$ cat src/rtl/fir_coeff_loader.sv
// fir_coeff_loader
//   Writer side of the FIR weight interface. Coefficients arrive one per
//   accepted valid/ready beat and are staged in a shadow bank; once a full
//   set of NUM_TAPS coefficients has been received, a single COMMIT cycle
//   copies the shadow bank into the active bank that drives every tap.
//   The FIR datapath therefore only ever sees complete coefficient sets.
//
//   Optional feature (macro FIR_COEFF_READBACK_EN):
//     adds iv_rd_idx / ov_rd_data, a registered read port on the active bank.
//
//   Handshake: a coefficient is transferred on a rising edge where
//   i_coeff_valid && o_coeff_ready. o_coeff_ready is high only in LOAD and
//   does not depend on i_coeff_valid. The source may hold valid low for any
//   number of cycles. iv_coeff is ignored on every edge without a transfer.
//   i_abort in LOAD wins over a simultaneous transfer.
module fir_coeff_loader #(
  parameter int DATA_WIDTH = 24,
  parameter int NUM_TAPS   = 8
) (
  input  logic                           i_clk,
  input  logic                           i_rst_n,
  input  logic                           i_start,
  input  logic                           i_abort,
  input  logic [DATA_WIDTH-1:0]          iv_coeff,
  input  logic                           i_coeff_valid,
  output logic                           o_coeff_ready,
  output logic [NUM_TAPS*DATA_WIDTH-1:0] ov_weights,
  output logic                           o_busy,
  output logic                           o_done,
  output logic                           o_error,
`ifdef FIR_COEFF_READBACK_EN
  input  logic [$clog2(NUM_TAPS)-1:0]    iv_rd_idx,
  output logic [DATA_WIDTH-1:0]          ov_rd_data,
`endif
  // Debug view of the FSM state: 0 = IDLE, 1 = LOAD, 2 = COMMIT.
  output logic [1:0]                     o_state
);

  localparam int CNT_W = $clog2(NUM_TAPS);
  localparam logic [CNT_W-1:0] LAST_IDX = CNT_W'(NUM_TAPS - 1);

  typedef enum logic [1:0] {
    IDLE   = 2'd0,
    LOAD   = 2'd1,
    COMMIT = 2'd2
  } state_t;

  state_t                  state;
  logic [CNT_W-1:0]        counter;
  logic [DATA_WIDTH-1:0]   shadow [NUM_TAPS];
  logic [DATA_WIDTH-1:0]   active [NUM_TAPS];

  // Status outputs are direct decodes of the registered state.
  assign o_coeff_ready = (state == LOAD);
  assign o_busy        = (state != IDLE);
  assign o_state       = state;

  // Flatten the active bank; tap k occupies bits [k*DATA_WIDTH +: DATA_WIDTH].
  for (genvar k = 0; k < NUM_TAPS; k++) begin : g_flat
    assign ov_weights[k*DATA_WIDTH +: DATA_WIDTH] = active[k];
  end

  // Load FSM: staging into the shadow bank and the atomic commit.
  always_ff @(posedge i_clk or negedge i_rst_n) begin
    if (!i_rst_n) begin
      state   <= IDLE;
      counter <= '0;
      o_done  <= 1'b0;
      o_error <= 1'b0;
      for (int k = 0; k < NUM_TAPS; k++) begin
        shadow[k] <= '0;
        active[k] <= '0;
      end
    end else begin
      o_done <= 1'b0;
      case (state)
        IDLE: begin
          if (i_start) begin
            state   <= LOAD;
            counter <= '0;
            o_error <= 1'b0;
          end
        end
        LOAD: begin
          if (i_abort) begin
            // The coefficient offered on this edge is discarded.
            state   <= IDLE;
            o_error <= 1'b1;
          end else if (i_coeff_valid) begin
            shadow[counter] <= iv_coeff;
            counter         <= counter + 1'b1;
            if (counter == LAST_IDX) begin
              state <= COMMIT;
            end
          end
        end
        COMMIT: begin
          // Commit always completes; abort and start are not looked at here.
          for (int k = 0; k < NUM_TAPS; k++) begin
            active[k] <= shadow[k];
          end
          o_done <= 1'b1;
          state  <= IDLE;
        end
        default: begin
          state <= IDLE;
        end
      endcase
    end
  end

`ifdef FIR_COEFF_READBACK_EN
  // Registered read port on the active bank; out-of-range index reads 0.
  always_ff @(posedge i_clk or negedge i_rst_n) begin
    if (!i_rst_n) begin
      ov_rd_data <= '0;
    end else if (int'(iv_rd_idx) < NUM_TAPS) begin
      ov_rd_data <= active[iv_rd_idx];
    end else begin
      ov_rd_data <= '0;
    end
  end
`endif

endmodule

$ cat config.mk
export PLATFORM = sky130hd
export DESIGN_NAME = fir_coeff_loader
export DESIGN_NICKNAME = d
export VERILOG_FILES = /design/src/rtl/fir_coeff_loader.sv
export SDC_FILE = /design/constraint.sdc
export NUM_CORES = 1
export LEC_CHECK = 0
export BUFFER_PORTS_ARGS = -buffer_cell sky130_fd_sc_hd__buf_2
export CAP_MARGIN = 40
export CORE_MARGIN = 4
export CORE_UTILIZATION = 42
export DETAILED_ROUTE_END_ITERATION = 10
export PLACE_DENSITY = 0.67
export SLEW_MARGIN = 5
export SYNTH_ARGS = -nofsm -noshare
export SYNTH_HDL_FRONTEND = slang
export SYNTH_SLANG_ARGS = --single-unit
$ cat constraint.sdc
create_clock -name i_clk -period 2 [get_ports i_clk]
set_clock_uncertainty 0.05 [all_clocks]
set_input_delay 0.1 -clock i_clk [delete_from_list [all_inputs] [get_ports i_clk]]
set_output_delay 0.1 -clock i_clk [all_outputs]
set_load 0.1 [all_outputs]
==> reports/qor.csv <==
stage,metric,value,unit
critical_path,critPathCaptureType,flop,
floorplanning,die_w,196,um
layout,num-nets-final,1191,
detailed_routing,first_pass_iters,4,
min_path,whs_path_depth,4,
critical_path,path_buf_inv,1,
synth,synth_top_cell_by_area,dfrtp_1,
synth,synth_edf_count,0,
critical_path,reg2reg_depth,4,
clock_tree,cts.sinks,391,
min_path,hp-class,in -> reg,
sta,finalSetupViolCount,48,
sta,worstMarginPinSlew,0.753,ns
sta,period_share,104,%
clock_tree,clkLatencyLatePin,0.53,ns
detailed_routing,vias,8178,
detailed_routing,drc_errors,0,
grt,antenna_found_initial,1,
synth,async_flop_share,100,%
synth,syn_inst,860,
floorplanning,start_util,42.7,%
floorplanning,rows,68,
outcome,outcome,"complete, but fails checks",
synth,yosys-top-cells-area,"dfrtp_1, mux2_2, mux2_4",
critical_path,worstSetupPathType,reg -> reg,
clock_tree,cts_tree,built,
floorplanning,io_pins,227,
floorplanning,die_area,0.0383,mm^2
pwr,p_per_area,959,mW/mm^2
critical_path,timing.rr.start,o_state[1],
grt,grt_usage,17.5,%
clock_tree,numCtsBuffers,41,
sta,slew-limit-headroom,49.8,%
pwr,power_leakage,0.0101,uW
clock_tree,ctsRootBufferMaster,clkbuf_16,
grt,grt_pass1_wl,52.9,mm
critical_path,start_kind,flop,
clock_tree,clock_path_buffers,3,
layout,final_area,0.0187,mm^2
detailed_routing,via_per_inst,4.98,
critical_path,path_cells,nand4bb_4 > or4b_2 > buf_12 > mux2_4,
floorplanning,fp.dieH,196,um
sta,hold_viol,0,
min_path,hold_start,i_coeff_valid,
critical_path,crit_start,o_state[1],
grt,grt_max_degree,80,
critical_path,cpPeakStageDelay,0.70,ns
synth,synth_top_area_share,66.2,%
synth,syn_nets,891,
clock_tree,path_clk_slew,0.06,ns
critical_path,cp_max_fo,16,
layout,drive_gt1_share,61.6,%
synth,synth_common_cells,"dfrtp_1, mux2_2, mux2_4, buf_2, nand2_1",
critical_path,regToRegSetupSlack,-0.08,ns
critical_path,worstPathRequired,2.35,ns
grt,grt_pass1_vias,8803,
sta,max_freq,482,MHz
critical_path,slowest_stage,or4b_2,
pwr,vdd_drop_max,0.716,mV
synth,yosys.cell_types.count,27,
synth,ys_ff_latch,391,
layout,diodes,0,
clock_tree,cts_max_level,2,
placed_design,place_hpwl,22.0,mm
floorplanning,core,0.0346,mm^2
placed_design,place_congestion,0.759,
sta,drv_slew,0,
critical_path,crit_family,simple AND/OR/NAND/NOR gates,
flow_run,maxCapViolCount,0,
sta,fin_crit,2.08,ns
min_path,holdPathEnd,counter[0],
critical_path,reg2reg_to,shadow[157],
synth,syn_avg_cell_area,17.2,um^2
sta,fin_ws,-0.0753,ns
grt,grt_overflow,0,
placed_design,port_buffers,226,
sta,rsz0062_at_grt,true,
synth,synth.yosys.seq_area_share,66.2,%
synth,ys_warn_count,0,
critical_path,critical_path_arrival,2.42,ns
sta,finalSetupTns,-2.30,ns
detailed_routing,wl_per_cell,20.4,um
detailed_routing,wl,33.5,mm
critical_path,cp.depth,4,
synth,yosysMostFrequentCell,dfrtp_1,
synth,synth_area,0.0148,mm^2
sta,holdWs,0.0419,ns
layout,areaGrowthSynthToFinish,26.3,%
detailed_routing,drt_iter0_drc,347,
outcome,failed_checks,negative setup slack,
synth,synth-main-ff-cell,dfrtp_1,
placed_design,placed_cell_area,0.0170,mm^2
detailed_routing,ant_nets,0,
==> cells in the final DEF, fill, tap and decap left out, types with 2 or more instances in the layout <==
master	netlist	routed
ha_1	2	2
clkbuf_1	5	9
clkbuf_8	0	12
o21ai_0	5	5
dfrtp_1	391	389
inv_1	3	2
or4b_2	0	2
mux2_4	40	79
a21oi_1	2	2
buf_12	0	20
mux2i_1	2	2
nor2_1	4	2
buf_6	5	2
clkbuf_16	0	42
nand2_1	6	5
buf_2	33	223
buf_4	0	26
mux2_2	344	305
dfrtp_4	0	2
bufinv_16	0	2
a22oi_1	2	2
dlygate4sd3_1	0	28
clkinv_2	0	6
==> flip-flops by register name (all words and copies together) (netlist names) <==
| register | flops |
|---|---|
| o_done | 1 |
| counter | 3 |
| shadow | 192 |
| o_error | 1 |
| o_state | 2 |
| ov_weights | 192 |
==> metrics by stage <==
step / setup slack, ns / cells / utilization [%] / power (uW)
floorplan: -0.229 / 860 / - / 9970
global route: -0.115 / 1642 / 53.9 / 18600
finish: -0.0753 / 1642 / 53.9 / 17900
detailed placement: -0.0572 / 1542 / 49.2 / 10600
CTS: -0.0778 / 1640 / 53.8 / 18100
global placement: -0.0390 / 1542 / 49.2 / 10500
==> routing by layer <==
layer  global-route usage (%)  up-vias  wire, um
met5                        0        -        12
met4                     4.22        2       648
met3                     4.19       50      1840
met2                     27.1      174     15600
met1                     25.1     4311     15400
li1                         -     3641         -
==> how the worst max path moves through the flow <==
| stage | slack, ns | endpoint |
|---|---|---|
| 4_1_cts | -0.08 | shadow[151] |
| 3_5_place_dp | -0.06 | shadow[145] |
| 3_3_place_gp | -0.04 | shadow[151] |
| 5_1_grt | -0.12 | shadow[161] |
| 2_1_floorplan | -0.23 | shadow[144] |
| 6_report | -0.08 | shadow[157] |
==> tightest hold or removal path, cell delays in order <==
cell and delay (ns):
buf_2 0.14, nand2b_1 0.13, mux2i_1 0.09, o21ai_0 0.13
==> layout make-up <==
cell class	count	area, um^2
Clock buffer	62	1220
Clock inverter	8	90.1
Fill cell	2837	16000
Inverter	4	15.0
Multi-Input combinational cell	421	4920
Sequential cell	391	9790
Tap cell	455	569
Timing Repair Buffer	301	2050
==> where the power goes <==
group | switching, uW | leakage [uW] | internal (uW)
registers | 380 | 0.00534 | 8620
logic | 583 | 0.00413 | 870
clock network | 2990 | 0.000654 | 4460
==> repair_timing <==
action,4_1_cts,5_1_grt
setup buffers,0,1
resized for setup,2,3
endpoints found under the hold margin,277,0
hold buffers,28,0
setup endpoints to repair,50,78
pin swaps,0,1
gates cloned,0,1
==> cell families after synthesis <==
| logic type | synth area share, % |
|---|---|
| flops | 66.2 |
| mux | 30.4 |
| buf+inv | 1.75 |
| simple gates | 1.12 |
| compound gates | 0.389 |
| fa+ha+maj | 0.169 |
(Power assumes the default switching activity.)
